--- config.mk ---
export PLATFORM = sky130hd
export DESIGN_NAME = trajectory_stepper_flat
export DESIGN_NICKNAME = d
export VERILOG_FILES = /design/src/rtl/trajectory_pkg.sv /design/src/rtl/trajectory_stepper_if.sv /design/src/rtl/traj_step_alu.sv /design/src/rtl/trajectory_stepper.sv /design/src/flat_wrapper.sv
export SDC_FILE = /design/constraint.sdc
export NUM_CORES = 1
export LEC_CHECK = 0
export CORE_UTILIZATION = 52
export DETAILED_ROUTE_END_ITERATION = 10
export PLACE_DENSITY_LB_ADDON = 0.05
export SKIP_LAST_GASP = 1
export SLEW_MARGIN = 20
export SYNTH_ARGS = -nofsm -noshare
export SYNTH_HDL_FRONTEND = slang
export SYNTH_SLANG_ARGS = --single-unit
--- constraint.sdc ---
create_clock -name clk -period 4.3 [get_ports clk]
set_input_delay 0.86 -clock clk [delete_from_list [all_inputs] [get_ports clk]]
set_output_delay 0.86 -clock clk [all_outputs]
set_load 0.05 [all_outputs]
--- src/rtl/trajectory_pkg.sv ---
// Shared types and default constants for the ballistic trajectory stepper.
package trajectory_pkg;

    localparam int unsigned DEF_WIDTH     = 16;
    localparam int unsigned DEF_MAX_STEPS = 256;
    localparam int unsigned DEF_G         = 1;

    typedef enum logic [1:0] {
        ST_IDLE = 2'd0,
        ST_EMIT = 2'd1,
        ST_DONE = 2'd2
    } state_e;

    // Width of a sample index able to count 0 .. n-1.
    function automatic int unsigned step_bits(input int unsigned n);
        return (n < 2) ? 1 : $clog2(n);
    endfunction

endpackage

--- src/rtl/trajectory_stepper_if.sv ---
// Sample output stream of the trajectory stepper (valid/ready handshake).
interface trajectory_stepper_if
    import trajectory_pkg::*;
#(
    parameter int unsigned WIDTH     = DEF_WIDTH,
    parameter int unsigned MAX_STEPS = DEF_MAX_STEPS
);
    localparam int unsigned STEP_W = step_bits(MAX_STEPS);

    logic                     out_valid;
    logic                     out_ready;
    logic signed [WIDTH-1:0]  out_x;
    logic signed [WIDTH-1:0]  out_y;
    logic [STEP_W-1:0]        out_step;
    logic                     out_last;

    modport master (
        output out_valid,
        output out_x,
        output out_y,
        output out_step,
        output out_last,
        input  out_ready
    );

    modport slave (
        input  out_valid,
        input  out_x,
        input  out_y,
        input  out_step,
        input  out_last,
        output out_ready
    );

endinterface

--- src/rtl/traj_step_alu.sv ---
// Next-state sums for one trajectory step, with signed overflow flag per sum.
module traj_step_alu
    import trajectory_pkg::*;
#(
    parameter int unsigned WIDTH = DEF_WIDTH,
    parameter int unsigned G     = DEF_G
) (
    input  logic signed [WIDTH-1:0] x_i,
    input  logic signed [WIDTH-1:0] y_i,
    input  logic signed [WIDTH-1:0] vx_i,
    input  logic signed [WIDTH-1:0] vy_i,
    output logic signed [WIDTH-1:0] x_nx_c,
    output logic signed [WIDTH-1:0] y_nx_c,
    output logic signed [WIDTH-1:0] vy_nx_c,
    output logic                    ovf_x_c,
    output logic                    ovf_y_c,
    output logic                    ovf_vy_c
);
    localparam logic signed [WIDTH-1:0] G_W = $signed(WIDTH'(G));

    assign x_nx_c  = x_i + vx_i;
    assign y_nx_c  = y_i + vy_i;
    assign vy_nx_c = vy_i - G_W;

    // Addition overflows when both operands agree in sign and the result does not.
    assign ovf_x_c = (x_i[WIDTH-1] == vx_i[WIDTH-1]) && (x_nx_c[WIDTH-1] != x_i[WIDTH-1]);
    assign ovf_y_c = (y_i[WIDTH-1] == vy_i[WIDTH-1]) && (y_nx_c[WIDTH-1] != y_i[WIDTH-1]);
    // Subtraction is addition of -G: overflow needs differing operand signs.
    assign ovf_vy_c = (vy_i[WIDTH-1] != G_W[WIDTH-1]) && (vy_nx_c[WIDTH-1] != vy_i[WIDTH-1]);

endmodule

--- src/rtl/trajectory_stepper.sv ---
// Streams projectile positions under constant gravity until landing, step limit or overflow.
module trajectory_stepper
    import trajectory_pkg::*;
#(
    parameter int unsigned WIDTH     = DEF_WIDTH,
    parameter int unsigned MAX_STEPS = DEF_MAX_STEPS,
    parameter int unsigned G         = DEF_G
) (
    input  logic                    clk,
    input  logic                    rst,
    input  logic                    start,
    input  logic signed [WIDTH-1:0] x0,
    input  logic signed [WIDTH-1:0] y0,
    input  logic signed [WIDTH-1:0] vx0,
    input  logic signed [WIDTH-1:0] vy0,
    output logic                    busy,
    output logic                    done,
    output logic                    landed,
    output logic                    timeout,
    output logic                    ovf,
    trajectory_stepper_if.master    out
);
    localparam int unsigned STEP_W = step_bits(MAX_STEPS);

    state_e                  state_q, state_d;
    logic signed [WIDTH-1:0] x_q, x_d, y_q, y_d;
    logic signed [WIDTH-1:0] vx_q, vx_d, vy_q, vy_d;
    logic [STEP_W-1:0]       step_q, step_d;
    logic                    landed_q, landed_d;
    logic                    timeout_q, timeout_d;
    logic                    ovf_q, ovf_d;

    logic signed [WIDTH-1:0] x_nx, y_nx, vy_nx;
    logic                    ovf_x, ovf_y, ovf_vy;
    logic                    emit, hs;
    logic                    cause_land, cause_tmo, cause_ovf, last_c;

    traj_step_alu #(
        .WIDTH (WIDTH),
        .G     (G)
    ) u_alu (
        .x_i      (x_q),
        .y_i      (y_q),
        .vx_i     (vx_q),
        .vy_i     (vy_q),
        .x_nx_c   (x_nx),
        .y_nx_c   (y_nx),
        .vy_nx_c  (vy_nx),
        .ovf_x_c  (ovf_x),
        .ovf_y_c  (ovf_y),
        .ovf_vy_c (ovf_vy)
    );

    // Termination causes evaluated on the sample currently presented.
    assign emit       = (state_q == ST_EMIT);
    assign hs         = emit && out.out_ready;
    assign cause_land = y_q[WIDTH-1];
    assign cause_tmo  = (step_q == STEP_W'(MAX_STEPS - 1));
    assign cause_ovf  = ovf_x || ovf_y || ovf_vy;
    assign last_c     = emit && (cause_land || cause_tmo || cause_ovf);

    always_comb begin
        state_d   = state_q;
        x_d       = x_q;
        y_d       = y_q;
        vx_d      = vx_q;
        vy_d      = vy_q;
        step_d    = step_q;
        landed_d  = landed_q;
        timeout_d = timeout_q;
        ovf_d     = ovf_q;
        unique case (state_q)
            ST_IDLE: begin
                if (start) begin
                    x_d       = x0;
                    y_d       = y0;
                    vx_d      = vx0;
                    vy_d      = vy0;
                    step_d    = '0;
                    landed_d  = 1'b0;
                    timeout_d = 1'b0;
                    ovf_d     = 1'b0;
                    state_d   = ST_EMIT;
                end
            end
            ST_EMIT: begin
                if (hs) begin
                    // The final sample is never advanced, so no wrapped value escapes.
                    if (last_c) begin
                        landed_d  = cause_land;
                        timeout_d = cause_tmo;
                        ovf_d     = cause_ovf;
                        state_d   = ST_DONE;
                    end else begin
                        x_d    = x_nx;
                        y_d    = y_nx;
                        vy_d   = vy_nx;
                        step_d = step_q + STEP_W'(1);
                    end
                end
            end
            ST_DONE: state_d = ST_IDLE;
            default: state_d = ST_IDLE;
        endcase
    end

    always_ff @(posedge clk or posedge rst) begin
        if (rst) begin
            state_q   <= ST_IDLE;
            x_q       <= '0;
            y_q       <= '0;
            vx_q      <= '0;
            vy_q      <= '0;
            step_q    <= '0;
            landed_q  <= 1'b0;
            timeout_q <= 1'b0;
            ovf_q     <= 1'b0;
        end else begin
            state_q   <= state_d;
            x_q       <= x_d;
            y_q       <= y_d;
            vx_q      <= vx_d;
            vy_q      <= vy_d;
            step_q    <= step_d;
            landed_q  <= landed_d;
            timeout_q <= timeout_d;
            ovf_q     <= ovf_d;
        end
    end

    assign busy    = (state_q != ST_IDLE);
    assign done    = (state_q == ST_DONE);
    assign landed  = landed_q;
    assign timeout = timeout_q;
    assign ovf     = ovf_q;

    assign out.out_valid = emit;
    assign out.out_x     = x_q;
    assign out.out_y     = y_q;
    assign out.out_step  = step_q;
    assign out.out_last  = last_c;

endmodule

--- src/flat_wrapper.sv ---
// flat-port wrapper written by rule: the top's interface ports become plain ports
module trajectory_stepper_flat import trajectory_pkg::*;
#(
    parameter int unsigned WIDTH     = DEF_WIDTH,
    parameter int unsigned MAX_STEPS = DEF_MAX_STEPS,
    parameter int unsigned G         = DEF_G
)
  (clk, rst, start, x0, y0, vx0, vy0, busy, done, landed, timeout, ovf, out_out_valid, out_out_x, out_out_y, out_out_step, out_out_last, out_out_ready);
  trajectory_stepper_if #(.WIDTH(WIDTH), .MAX_STEPS(MAX_STEPS)) out_i ();
  input  logic clk;
  input  logic rst;
  input  logic start;
  input  logic signed [WIDTH-1:0] x0;
  input  logic signed [WIDTH-1:0] y0;
  input  logic signed [WIDTH-1:0] vx0;
  input  logic signed [WIDTH-1:0] vy0;
  output logic busy;
  output logic done;
  output logic landed;
  output logic timeout;
  output logic ovf;
  output wire logic [$bits(out_i.out_valid)-1:0] out_out_valid;
  output wire logic [$bits(out_i.out_x)-1:0] out_out_x;
  output wire logic [$bits(out_i.out_y)-1:0] out_out_y;
  output wire logic [$bits(out_i.out_step)-1:0] out_out_step;
  output wire logic [$bits(out_i.out_last)-1:0] out_out_last;
  input wire logic [$bits(out_i.out_ready)-1:0] out_out_ready;
  assign out_out_valid = out_i.out_valid;
  assign out_out_x = out_i.out_x;
  assign out_out_y = out_i.out_y;
  assign out_out_step = out_i.out_step;
  assign out_out_last = out_i.out_last;
  assign out_i.out_ready = out_out_ready;
  trajectory_stepper #(.WIDTH(WIDTH), .MAX_STEPS(MAX_STEPS), .G(G)) u_core (.clk(clk), .rst(rst), .start(start), .x0(x0), .y0(y0), .vx0(vx0), .vy0(vy0), .busy(busy), .done(done), .landed(landed), .timeout(timeout), .ovf(ovf), .out(out_i));
endmodule
=== Word-level counts from Yosys, hierarchy flattened ===
Index checks and enable logic that the tools add are counted.

* Register bits after elaboration: 77
* Bits of input ports: 68
* Output and inout bits: 47

* Add/subtract/negate cells: 4
* Equal/unequal tests: 12
* Multiplexer cells: 30
* Reductions and logical operators: 16

{| class="wikitable"
|+ Operators with widths
! operator !! number
|-
| two-way mux 16 bit || 9
|-
| case mux 16 bit (2 select lines) || 3
|-
| adder 16 bit || 2
|-
| two-way mux 8 bit || 3
|-
| case mux 8 bit (2 select lines) || 1
|-
| subtractor 16 x 2 -> 16 bit, second input constant || 1
|-
| adder 8 x 1 -> 8 bit, second input constant || 1
|-
| equality test 8 bit, second input constant || 1
|-
| != test 2 bit, second input constant || 4
|-
| AND reduction 4 bit || 2
|-
| two-way mux 1 bit || 7
|-
| two-way mux 2 bit || 3
|-
| case mux 1 bit (2 select lines) || 3
|-
| logical AND 1 bit || 5
|-
| logical OR 1 bit || 4
|-
| case mux 2 bit (2 select lines) || 1
|-
| nonzero test 2 bit || 2
|-
| != test 1 bit || 3
|-
| AND reduction 3 bit || 1
|-
| equality test 1 bit || 2
|-
| equality test 2 x 1 -> 1 bit, second input constant || 1
|-
| equality test 2 bit, second input constant || 1
|-
| logical NOT 2 bit || 1
|-
| AND reduction 2 bit || 1
|}

=== Depth between registers and ports, before layout ===
Gate-level depths: netlist (run 1).

* Depth after elaboration: 10
* Mapped depth: 13

=== By module ===
From an unflattened synthesis (run 1), not the netlist that was laid out.

* Cell total of the unflattened synthesis: 616
* Area, all modules: 5689.2 um^2

{| class="wikitable"
|+ By module, submodules not included
! module !! times used !! cells each !! area each (um^2) !! sequential area each (um^2)
|-
| trajectory_stepper || 1 || 366 || 3891.2 || 1926.8
|-
| traj_step_alu || 1 || 250 || 1798.0 || 0.0
|}

=== Worst setup path after synthesis (run 1) ===
No wires, ideal clock.

* Path type: register -> output
* Start point: register u_core.vy_q[4]
* End point: output port out_out_last
* Arrival: 3037 ps
* Path slack: 403 ps
* Stages on the path, launching flop included: 13
* Buffers on the path: 1
* Path through: dfrtp_1 nor4_2 nand2_1 nor3_1 nand2_1 or3_1 nor2_1 ha_1 a21oi_1 nand3_1 a21oi_1 buf_2 nor2_1

* Longest elaborated chain between the ends: 7

{| class="wikitable"
|+ Ends and longest elaborated chain
! item !! line !! source
|-
| start, declared || trajectory_stepper.sv:27 || <nowiki>logic signed [WIDTH-1:0] vx_q, vx_d, vy_q, vy_d;</nowiki>
|-
| start signal, assigned || trajectory_stepper.sv:123 || <nowiki>vy_q <= vy_d;</nowiki>
|-
| adder 16 bit || traj_step_alu.sv:22 || <nowiki>assign y_nx_c = y_i + vy_i;</nowiki>
|-
| != test 1 bit || traj_step_alu.sv:27 || <nowiki>assign ovf_y_c = (y_i[WIDTH-1] == vy_i[WIDTH-1]) && (y_nx_c[WIDTH-1] != y_i[WIDTH-1]);</nowiki>
|-
| logical AND 1 bit || traj_step_alu.sv:27 ||
|-
| logical OR 1 bit || trajectory_stepper.sv:59 || <nowiki>assign cause_ovf = ovf_x || ovf_y || ovf_vy;</nowiki>
|-
| logical OR 1 bit * || trajectory_stepper.sv:59 ||
|-
| logical OR 1 bit * || trajectory_stepper.sv:60 || <nowiki>assign last_c = emit && (cause_land || cause_tmo || cause_ovf);</nowiki>
|-
| logical AND 1 bit * || trajectory_stepper.sv:60 ||
|-
| end, declared || flat_wrapper.sv:26 || <nowiki>output wire logic [$bits(out_i.out_last)-1:0] out_out_last;</nowiki>
|}

Every way passes the cells marked *; elsewhere a longest branch is shown, timed or not.

=== Worst setup path after layout (run 1) ===
Ends and elaborated chain as after synthesis.

==> metrics.yaml, run 1 <==
seq_power_share_pct: 21.2
holdPathStages: 2
hp-class: "reg2reg"
synth-async-reset-ratio_pct: 100
gp_congestion: 0.870
drt_iter0_drc: 230
place_inst: 820
grt_pass1_wl_mm: 23.3
regToRegSetupSlack_ps: 710
synthTopCellsByArea: "dfrtp_1, nand2_1, ha_1, mux2_4, o21ai_0"
fin_tns_setup_ps: 0
rsz0062_at_grt: "false"
finalHoldViolCount: 0
ir_drop_v: 0.000741
switching_power_uw: 3310
ys_seq_area_share_pct: 36.7
post_drt_wl_per_cell_um: 17.5
cp.required_ps: 3440
power.density_nw_per_um2: 964
cts_tree: "built"
placed_cell_area_um2: 6510
initial_utilization_pct: 53.7
drc: 0
syn-instance-count: 588
status: "finished clean"
period_minus_slack_ps: 4020
final_area_um2: 6760
finalSetupViolations: 0
first_pass_iters: 5
grt-ovfl-total: 0
yosys.area.top_type_share_pct: 36.7
syn2layout_area_growth_pct: 28.8
worst_pin_slew_ps: 831
synth-seq-cells: 77
path_cells: "nor4_4, nand2_1, nor3_2, nand2_1, or3_1, nor2_1, ha_1, a21oi_1, nand3_1, a21oi_1, nor2_1, buf_12"
dp_hpwl_mm: 10.2
p_leak_uw: 0.00303
antenna_found_initial: 0
worstSetupStartpointType: "register"
clkTransAtPathRegs_ps: 80
cp-end-kind: "primary output"
grt_pass1_vias: 4800
htreeDepth: 3
syn-num-nets: 691
power.total_uw: 6520
p_comb_share_pct: 69.7
synthDistinctLibCells: 65
hold_end: "u_core.vx_q[3]"
cts_resized: 0
cp_slowest_cell: "dfrtp_1"
post-cts-setup-buffers: 0
r2r-end: "u_core.out.out_x[7]"
insertion_delay_ps: 370
layout.nets: 802
relSlewSlack_pct: 44.5
maxSlewViolCount: 0
synthFlopType: "dfrtp_1"
hp-start: "u_core.vx_q[3]"
register_area_um2: 1930
ant_nets: 0
cts_sinks: 77
clock_power_share_pct: 9.1
reg2reg_depth: 14
fin_skew_ps: 17.9
grt_max_degree: 78
cp.buffers_inverters: 1
synthMostInstantiatedCell: "nand2_1"
clock.fmax_ghz: 0.249
r2r-start: "u_core.vy_q[4]"
cts-buffers-inserted: 9
yosys_warnings: 0
fp.dieH_um: 102
multi_input_area_um2: 3150
crit_family: "simple AND/OR/NAND/NOR gates"
p_sw_share_pct: 50.8
clockBufferDepth: 2
core_um2: 9770
synth_area_leader_cell: "dfrtp_1"
num_rows: 36
num_io_pins: 115
routed_via_density: 5.93
synth_edf_count: 0
internal-power_uw: 3210
drv_cap: 0
crit_type: "reg2out"
antennaDiodeCount: 0
finalNonFillerCells: 836
portBuffers: 114
cts_root_buf: "clkbuf_8"
drive_gt1_share_pct: 10.1
synthTopCellsByCount: "nand2_1, dfrtp_1, o21ai_0"
syn_area_per_cell_um2: 8.92
vias: 4955
ctsHoldBuffers: 0
final.period_utilization_pct: 93.5
die_area_um2: 10500
slowest_delay_ps: 460
synthesis.area_um2: 5250
wl_mm: 14.6
fillers: 811
critPathMaxFanout: 5
die_x_um: 102
final_core_util_pct: 69.2
grt_usage_pct: 29.0
arrival_ps: 3160
## power by group through the flow
stage,Clock (uW),Sequential (uW),Combinational [uW]
3_3_place_gp,0,1360,4370
2_1_floorplan,0,1860,2810
3_5_place_dp,0,1380,4470
5_1_grt,625,1420,4980
4_1_cts,601,1370,4500
6_report,593,1380,4540
## kinds of logic after synthesis
| logic type | Yosys count | share of synthesized area [%] |
|---|---|---|
| simple gates | 225 | 19.2 |
| compound gates | 160 | 20.8 |
| fa+ha+maj | 35 | 8.63 |
| xor+xnor | 19 | 3.17 |
| buf+inv | 40 | 3.60 |
| mux | 32 | 7.77 |
| flops | 77 | 36.7 |
## flip-flops by register name, summed over array words and instances (netlist names)
signal               flops
u_core.out.out_x        16
u_core.ovf               1
u_core.timeout           1
u_core.vx_q             16
u_core.out.out_y        16
u_core.out.out_step      8
u_core.landed            1
u_core.state_q           2
u_core.vy_q             16
## worst min-delay path, stage by stage, from the launching register on
cell and delay (ps):
dfrtp_1 360, nand2_1 50, nand2_1 50
## area by class of cell
type / instances / area share, %
clock buffer: 12 / 2.44
clock inverter: 3 / 0.648
inverter: 15 / 0.833
multi-input combinational: 471 / 46.6
sequential: 77 / 28.5
tap: 133 / 2.46
timing repair buffer: 125 / 18.5
## how the worst max path moves through the flow
stage / from / end / depth (start not counted)
after floorplan: u_core.vy_q[4] / out_out_last / 12
after global placement: u_core.out.out_x[12] / u_core.out.out_x[12] / 9
after detailed placement: u_core.out.out_x[12] / u_core.out.out_x[6] / 9
after CTS: u_core.vy_q[4] / out_out_last / 12
after global routing: u_core.vy_q[4] / out_out_last / 12
final: u_core.vy_q[4] / out_out_last / 12
## cells in the final DEF, fill, tap and decap left out, types with 5 or more instances in the layout
cell type        count
a21oi_1             32
nand2_1            123
a21o_1               8
nand4_1              7
mux2_4              16
inv_1               14
buf_4               10
and3_1               5
ha_1                33
mux2i_1             10
nand2b_1             6
mux2_2               6
dfrtp_1             77
nor2_1              36
xnor2_1              9
nand3_1              9
or3_1                7
clkbuf_8            12
a31o_2              11
nor3_1               9
clkdlybuf4s50_1    113
o21ai_0             43
xor2_1              10
a211oi_1            11
o211ai_1             9
a32o_1               7
## routing by layer
| metal | global-route usage (%) | vias to the layer above | wire length, um |
|---|---|---|---|
| met5 | 0 | - | 0 |
| met4 | 12.5 | 0 | 416 |
| met3 | 3.90 | 35 | 938 |
| met2 | 46.6 | 216 | 6750 |
| met1 | 39.2 | 2348 | 6500 |
| li1 | - | 2356 | - |
## stage by stage
step / setup WS (ps) / hold slack, ps
final: 280 / 491
after global routing: 28.5 / 528
after CTS: 104 / 498
after detailed placement: 507 / 474
after global placement: 636 / 465
after floorplan: 403 / 450
Power figures use the tool's default switching activity.
==> run 2, diff against run 1 <==
- PLACE_DENSITY: not set -> 0.82
- PLACE_DENSITY_LB_ADDON: 0.05 -> not set
==> run 2 against run 1 <==
Effect of this change:
- final cell count shrank 0.24%
- first-iteration DRC count up 27%
- clock skew decreased by 2.3 ps
- clock power rose by 8.4%
- die area did not move
- wire length rose by 3.2%
- worst hold slack worse by 3.1 ps
- final area fell by 0.19%
- register-to-register slack worse by 110 ps
- sequential power hardly changed
- total power grew 0.95%
- largest cell class unchanged
- largest power group unchanged
- highest routed layer unchanged
==> metrics.yaml, run 2 (synthesis gave the netlist of run 1 again) <==
status: "finished clean"
critPathMaxFanout: 5  # unchanged
fillers: 792  # -2.3%
cp.buffers_inverters: 1  # unchanged
switching_power_uw: 3370  # +1.8%
grt-ovfl-total: 0  # unchanged
hold_slack_ps: 488  # -3.07 ps
grt_max_degree: 78  # unchanged
hp-class: "reg2reg"
die_x_um: 102  # unchanged
post-cts-setup-buffers: 0  # unchanged
cp_slowest_cell: "dfrtp_1"
maxSlewViolCount: 0  # unchanged
fin_tns_setup_ps: 0  # unchanged
crit_family: "simple AND/OR/NAND/NOR gates"
cts-buffers-inserted: 9  # unchanged
cts_sinks: 77  # unchanged
clock.fmax_ghz: 0.243  # -2.5%
fin_skew_ps: 15.5  # -2.34 ps
syn2layout_area_growth_pct: 28.6
cts_tree: "built"
insertion_delay_ps: 360  # about the same
die_area_um2: 10500  # unchanged
cts_root_buf: "clkbuf_8"
num_rows: 36  # unchanged
rsz0062_at_grt: "false"
grt_usage_pct: 29.4  # +0.42 points
core_um2: 9770  # unchanged
finalHoldViolCount: 0  # unchanged
finalSetupViolations: 0  # unchanged
slowest_delay_ps: 460  # about the same
layout.nets: 799  # -0.37%
arrival_ps: 3260  # +100 ps
antenna_found_initial: 0  # unchanged
p_comb_share_pct: 69.2  # -0.5 points
wl_mm: 15.1  # +3.2%
drive_gt1_share_pct: 9.70  # -0.40 points
num_io_pins: 115  # unchanged
internal-power_uw: 3210  # +0.12%
period_minus_slack_ps: 4120  # +101 ps
worst_pin_slew_ps: 897  # +66.5 ps
post_drt_wl_per_cell_um: 18.1  # +3.5%
grt_pass1_wl_mm: 23.7  # +2.0%
htreeDepth: 3  # unchanged
dp_hpwl_mm: 10.5  # +3.3%
grt_pass1_vias: 4987  # +3.9%
gp_congestion: 0.973  # +12%
regToRegSetupSlack_ps: 600  # -110 ps
p_sw_share_pct: 51.2  # +0.40 points
final_cell_mix: "nand2_1, clkdlybuf4s50_1, dfrtp_1"
clock_power_share_pct: 9.8  # +0.7 points
cp.required_ps: 3440  # about the same
routed_via_density: 6.08  # +2.6%
drc: 0  # unchanged
fp.dieH_um: 102  # unchanged
final.period_utilization_pct: 95.9  # +2.4 points
first_pass_iters: 6  # +1
vias: 5072  # +2.4%
clkTransAtPathRegs_ps: 80  # about the same
ant_nets: 0  # unchanged
cp-end-kind: "primary output"
ir_drop_v: 0.000572  # -23%
power.density_nw_per_um2: 975  # +1.1%
drv_cap: 0  # unchanged
initial_utilization_pct: 53.7  # unchanged
relSlewSlack_pct: 40.1  # -4.4 points
seq_power_share_pct: 21.0  # -0.2 points
worstSetupStartpointType: "register"
portBuffers: 114  # unchanged
path_cells: "nor4_4, nand2_1, nor3_1, nand2_1, or3_1, nor2_1, ha_1, a21oi_1, nand3_1, a21oi_1, nor2_1, buf_12"
antennaDiodeCount: 0  # unchanged
final_common_cell: "nand2_1"
p_leak_uw: 0.00302  # -0.46%
clockBufferDepth: 2  # unchanged
drt_iter0_drc: 293  # +27%
crit_type: "reg2out"
## run 2: cell type report
cell class | count | area [um^2] | area share, %
Clock inverter | 6 | 93.8 | 1.39
Timing Repair Buffer | 122 | 1220 | 18.1
Clock buffer | 10 | 138 | 2.04
Tap cell | 133 | 166 | 2.47
Sequential cell | 77 | 1930 | 28.6
Multi-Input combinational cell | 471 | 3140 | 46.6
Inverter | 15 | 56.3 | 0.835
## run 2: path summary, 6_finish.rpt
check / startpoint / cells past startpoint / to
max in group asynchronous: rst / 3 / u_core.out.out_y[8]
min in group asynchronous: rst / 2 / u_core.out.out_x[10]
worst max register to register: u_core.vy_q[4] / 13 / u_core.out.out_y[0]
worst min-delay path: u_core.vx_q[14] / 2 / u_core.vx_q[14]
worst max-delay path: u_core.vy_q[4] / 12 / out_out_last
worst min register to register: u_core.vx_q[14] / 2 / u_core.vx_q[14]
## run 2: through the flow
step / total power [uW] / utilization [%] / setup WS [ps] / instance area, um^2 / instances
5_1_grt: 7000 / 69.0 / 38.5 / 6750 / 834
6_report: 6580 / 69.0 / 178 / 6750 / 834
3_5_place_dp: 5850 / 66.6 / 603 / 6510 / 818
4_1_cts: 6530 / 68.9 / 150 / 6740 / 834
2_1_floorplan: 4680 / - / 403 / 5250 / 588
3_3_place_gp: 5680 / 66.6 / 707 / 6510 / 818
## run 2: tightest hold or removal path, stage by stage, from the launching register on
cell     delay, ps
dfrtp_1        350
nand2_1         50
nand2_1         60
## run 2: metal layers
metal	GRT usage (%)	part of all wire (%)
met3	5.40	6.7
met1	36.7	42
met5	0	0
met2	49.5	49
met4	13.4	2.6
## run 2: what timing repair did
action                                 CTS  global route
endpoints found under the hold margin    0             0
setup endpoints to repair                0             1
resized for setup                        0             1
hold buffers                             0             0
## run 2: power groups by stage
stage	Sequential [uW]	Combinational, uW	Clock [uW]
6_report	1380	4550	643
5_1_grt	1420	4900	680
2_1_floorplan	1860	2810	0
3_5_place_dp	1370	4470	0
4_1_cts	1370	4510	651
3_3_place_gp	1350	4330	0
==> RTL edit 1 (settings of run 1) <==
Take the reset off `x_q`, `y_q`, `vx_q` and `vy_q` and load them in a clocked block of their own.
--- a/src/rtl/trajectory_stepper.sv
+++ b/src/rtl/trajectory_stepper.sv
@@ -108,8 +108,4 @@
         if (rst) begin
             state_q   <= ST_IDLE;
-            x_q       <= '0;
-            y_q       <= '0;
-            vx_q      <= '0;
-            vy_q      <= '0;
             step_q    <= '0;
             landed_q  <= 1'b0;
@@ -118,8 +114,4 @@
         end else begin
             state_q   <= state_d;
-            x_q       <= x_d;
-            y_q       <= y_d;
-            vx_q      <= vx_d;
-            vy_q      <= vy_d;
             step_q    <= step_d;
             landed_q  <= landed_d;
@@ -127,4 +119,11 @@
             ovf_q     <= ovf_d;
         end
+    end
+
+    always_ff @(posedge clk) begin
+        x_q  <= x_d;
+        y_q  <= y_d;
+        vx_q <= vx_d;
+        vy_q <= vy_d;
     end
 
Function: changed (a bounded check fails within 4 cycles, from zero or initial values and one cycle with rst high).
==> RTL edit 1 against run 1 <==
Area after synthesis is 8.7% lower. Largest cell class unchanged. Critical path type unchanged. Worst setup slack got worse by 0.070 ns. Count of clock-buffer cells in the layout fell by 2. The flow now finishes with violations (design-rule violations). Cell area fell by 7.9%. Global-route usage shrank 4.9 points. Hold slack better by 0.0014 ns. Sequential cell count unchanged. Wire length decreased by 23%. First-iteration DRC count decreased by 17%. Via count fell by 18%.
Power is not shown: default switching activity piles up to over one toggle a cycle in this logic, so the estimate is an artifact.
==> RTL edit 1: results (changes against run 1) <==
| Metric | Value |
|---|---|
| Outcome | finished with violations (was complete, no violations) |
| Failing checks | design-rule violations |
| R2r startpoint | u_core.out.out_x[12] (was u_core.vy_q[4]) |
| DR vias/cell | 5.67 (was 5.93) |
| Gpl congestion | 0.884 (was 0.870) |
| Drt total wl | 11300 microns (was 14600 microns) |
| Crit path from | u_core.vy_q[2] (was u_core.vy_q[4]) |
| Clock Skews | 0.0144 ns (was 0.0179 ns) |
| Detailed-placement wirelength estimate | 8090 microns (was 10200 microns) |
| Library cells used by synthesis | 47 (was 65) |
| Reg-to-reg slack, setup | 0.69 ns (was 0.71 ns) |
| GRT Overall Usage | 0.242 (was 0.290) |
| Largest net degree at the start of global routing | 91 (was 78) |
| # nets final | 703 (was 802) |
| Place WS | 0.570 ns (was 0.507 ns) |
| Hold Crit Depth | 1 (was 2) |
| Drt pass-1 iters | 7 (was 5) |
| Filler instances | 721 (was 811) |
| Post-route DRC | 6 (was 0) |
| Post-synth ARST share | 0.169 (was 1.00) |
| Tcrit/Tclk final | 0.951 (was 0.935) |
| Area contributors post-synth | edfxtp_1, ha_1, dfrtp_1, nand2_1, o21ai_0 (was dfrtp_1, nand2_1, ha_1, mux2_4, o21ai_0) |
| Slowest-stage cell, CP | edfxtp_1 (was dfrtp_1) |
| Iter 0 DRT Violations | 190 (was 230) |
| Post-Synthesis Net Count | 592 (was 691) |
| Worst EP arrival | 3.23 ns (was 3.16 ns) |
| Tightest Pin Transition | 0.790 ns (was 0.831 ns) |
| Reg2Reg Depth | 10 (was 14) |
| Post-synth EDFFs | 64 (was 0) |
| Register area share after synthesis | 0.469 (was 0.367) |
| Cell family contributing the most delay on the critical path | compound AO/OA/AOI/OAI gates (was simple AND/OR/NAND/NOR gates) |
-- RTL edit 1: changes by cell type after synthesis, moves of 9 or more --
cell,delta
xnor2_1,+10
edfxtp_1,+64
nand2_1,-51
dfrtp_1,-64
xor2_1,+14
a21oi_1,-14
mux2_4,-16
mux2i_1,-9
a31o_2,-11
-- RTL edit 1: how the worst min path moves through the flow --
stage,start,to
2_1_floorplan,u_core.vx_q[0],u_core.out.out_x[0]
3_3_place_gp,u_core.timeout,u_core.timeout
3_5_place_dp,u_core.timeout,u_core.timeout
4_1_cts,u_core.timeout,u_core.timeout
5_1_grt,u_core.timeout,u_core.timeout
6_report,u_core.timeout,u_core.timeout
-- RTL edit 1: routing by layer --
layer,vias to the layer above,GRT usage,share of wire
met3,16,0.0379,0.055
met2,137,0.385,0.45
met4,0,0.0932,0.017
met5,-,0,0
li1,2001,-,-
met1,1890,0.333,0.48
-- RTL edit 1: worst register-to-register path, cell delays in order (launching register included) --
cell      delay [ns]
edfxtp_1        0.39
ha_1            0.41
a21o_1          0.21
a21o_1          0.20
a21o_1          0.21
a221o_1         0.35
a211oi_4        0.45
o211a_1         0.29
nor2_1          0.12
nor2_4          0.17
buf_4           0.43
-- RTL edit 1: cell type report --
class / count / area share
inverter: 18 / 0.0109
tap: 108 / 0.0217
clock inverter: 6 / 0.00865
sequential: 77 / 0.361
timing repair buffer: 118 / 0.190
clock buffer: 10 / 0.0205
multi-input combinational: 376 / 0.387
-- RTL edit 1: kinds of logic after synthesis --
family	after synthesis	share of synthesized area
DFF	77	0.469
AOI/OAI and AO/OA	125	0.166
muxes	1	0.00209
adders and majority gates	35	0.0946
and+or+nand+nor	172	0.160
xor gates and xnor gates	43	0.0787
buffers and inverters	36	0.0298
-- RTL edit 1: metrics by stage --
step | hold slack [ns] | instances | utilization
2_1_floorplan | 0.594 | 489 | -
3_3_place_gp | 0.480 | 697 | 0.686
3_5_place_dp | 0.480 | 697 | 0.686
4_1_cts | 0.497 | 713 | 0.706
5_1_grt | 0.538 | 713 | 0.707
6_report | 0.492 | 713 | 0.707
==> RTL edit 2 (settings of run 1) <==
Without the edit above. Set the package constant `DEF_WIDTH` to 32 (it was 16).
--- a/src/rtl/trajectory_pkg.sv
+++ b/src/rtl/trajectory_pkg.sv
@@ -2,5 +2,5 @@
 package trajectory_pkg;
 
-    localparam int unsigned DEF_WIDTH     = 16;
+    localparam int unsigned DEF_WIDTH     = 32;
     localparam int unsigned DEF_MAX_STEPS = 256;
     localparam int unsigned DEF_G         = 1;
Interface: changed (6 resized); port bits go from 115 to 211. The function was not compared with the original's and may differ.
==> RTL edit 2 against run 1 <==
The flow now finishes with violations (negative setup slack). Largest power group unchanged. Cell area rose by 93%. Wire length rose by 96%. Register-to-register slack got worse by 0.70 ns. First-iteration DRC count rose to 3.1 times the old value. Hold slack got worse by 0.0095 ns. Clock power rose by 130%. Worst setup slack got worse by 0.34 ns. Total power rose by 97%. Area after synthesis rose by 87%. Sequential cell count rose by 64. Critical path type unchanged. Global-route usage rose by 0.69 points.
==> RTL edit 2: results (changes against run 1) <==
| Metric | Value |
|---|---|
| Outcome | finished with violations (was complete, no violations) |
| Failing checks | negative setup slack |
| Via count | 9930 (was 4955) |
| Register area share after synthesis | 0.360 (was 0.367) |
| Share of cells above drive strength 1 | 0.0777 (was 0.101) |
| GRT Overall Usage | 0.297 (was 0.290) |
| Area contributors post-synth | dfrtp_1, nand2_1, ha_1, a21oi_1, o21ai_0 (was dfrtp_1, nand2_1, ha_1, mux2_4, o21ai_0) |
| TritonCTS Buffers | 17 (was 9) |
| Port buffer count | 210 (was 114) |
| Leakage dissipation | 0.00574 uW (was 0.00303 uW) |
| Library cells used by synthesis | 72 (was 65) |
| Peak VDD IR | 520 uV (was 741 uV) |
| # nets final | 1653 (was 802) |
| CTS root buffer | clkbuf_16 (was clkbuf_8) |
| Max Cap Violations | 0 (unchanged) |
| Setup tns final | -0.0593 ns (was 0 ns) |
| Post-synth top cells | nand2_1, dfrtp_1, a21oi_1 (was nand2_1, dfrtp_1, o21ai_0) |
| Post-route setup slack | -0.0593 ns (was 0.280 ns) |
| Final setup fails | 1 (was 0) |
| H-tree depth | 4 (was 3) |
| Largest net degree at the start of global routing | 97 (was 78) |
| Post-Synthesis Net Count | 1434 (was 691) |
| Clock transition at the registers of the reported paths | 0.06 ns (was 0.08 ns) |
| Tightest Pin Transition | 1.04 ns (was 0.831 ns) |
| First-pass GRT wire length | 46500 microns (was 23300 microns) |
| WL per Instance | 16.9 microns (was 17.5 microns) |
| Reg-to-reg slack, setup | 0.01 ns (was 0.71 ns) |
| Min Hold Slack | 0.481 ns (was 0.491 ns) |
| Iter 0 DRT Violations | 708 (was 230) |
| Vias in the first global route | 9663 (was 4800) |
| Gpl congestion | 0.924 (was 0.870) |
| Clock Skews | 0.0113 ns (was 0.0179 ns) |
| Worst skew pair latency | 0.43 ns (was 0.37 ns) |
| Detailed-placement wirelength estimate | 19700 microns (was 10200 microns) |
| Worst EP arrival | 3.50 ns (was 3.16 ns) |
| Filler instances | 1501 (was 811) |
==> RTL edit 2: where the power goes <==
| part | switching, uW | internal [uW] | leakage, uW |
|---|---|---|---|
| Clock | 620 | 742 | 0.000252 |
| Sequential | 610 | 1970 | 0.00172 |
| Combinational | 5460 | 3430 | 0.00376 |
| Total | 6690 | 6140 | 0.00574 |
==> RTL edit 2: area by class of cell <==
cell class	instances	area (sq um)	area share
Clock buffer	17	425	0.0327
Multi-Input combinational cell	1006	6030	0.463
Clock inverter	15	114	0.00874
Timing Repair Buffer	256	2510	0.193
Inverter	32	124	0.00951
Tap cell	229	287	0.0220
Antenna cell	1	2.50	0.000192
Sequential cell	141	3530	0.271
==> RTL edit 2: metrics by stage <==
stage,worst slack [ns],instance area (sq um),cells,power [uW]
floorplan,0.250,9810,1235,9030
global placement,0.111,12200,1637,11100
detailed placement,0.0287,12200,1637,11300
CTS,-0.00387,13000,1696,12700
global route,-0.206,13000,1696,13900
finish,-0.0593,13000,1697,12800
==> RTL edit 2: cell families after synthesis <==
| group | share of synthesized area |
|---|---|
| adders and majority gates | 0.0870 |
| buffers and inverters | 0.0359 |
| xor gates and xnor gates | 0.0447 |
| AOI/OAI and AO/OA | 0.256 |
| muxes | 0.00319 |
| and+or+nand+nor | 0.213 |
| DFF | 0.360 |
==> RTL edit 2: routing by layer <==
metal,vias up,GRT usage,share of wire
li1,4856,-,-
met1,4660,0.359,0.42
met2,346,0.517,0.49
met3,68,0.0544,0.061
met4,0,0.128,0.031
met5,-,0,0
==> RTL edit 2: timing repair <==
action / 4_1_cts / 5_1_grt
pin swaps: 4 / 8
endpoints found under the setup margin: 4 / 2
resized for setup: 10 / 8
hold endpoints to repair: 0 / 0
setup buffers: 27 / 2
==> RTL edit 2: final timing paths <==
kind,cells past startpoint,to,start
worst max-delay path,14,out_out_last,u_core.vy_q[2]
worst min-delay path,2,u_core.vx_q[15],u_core.vx_q[15]
worst max register to register,29,u_core.vy_q[9],u_core.vy_q[2]
worst min register to register,2,u_core.vx_q[15],u_core.vx_q[15]
max in group asynchronous,3,u_core.out.out_y[9],rst
min in group asynchronous,2,u_core.vx_q[18],rst
==> RTL edit 2: critical path, stage by stage (launching register included) <==
cell and delay, ns:
dfrtp_1 0.41, nor3_4 0.22, nand4_1 0.18, buf_4 0.18, nand2b_4 0.17, nor3_4 0.16
nand2_2 0.09, or3_4 0.36, nor3_4 0.17, nand2_2 0.08, nor3_2 0.18, ha_2 0.20
and4bb_1 0.21, a31oi_4 0.27, buf_12 0.18
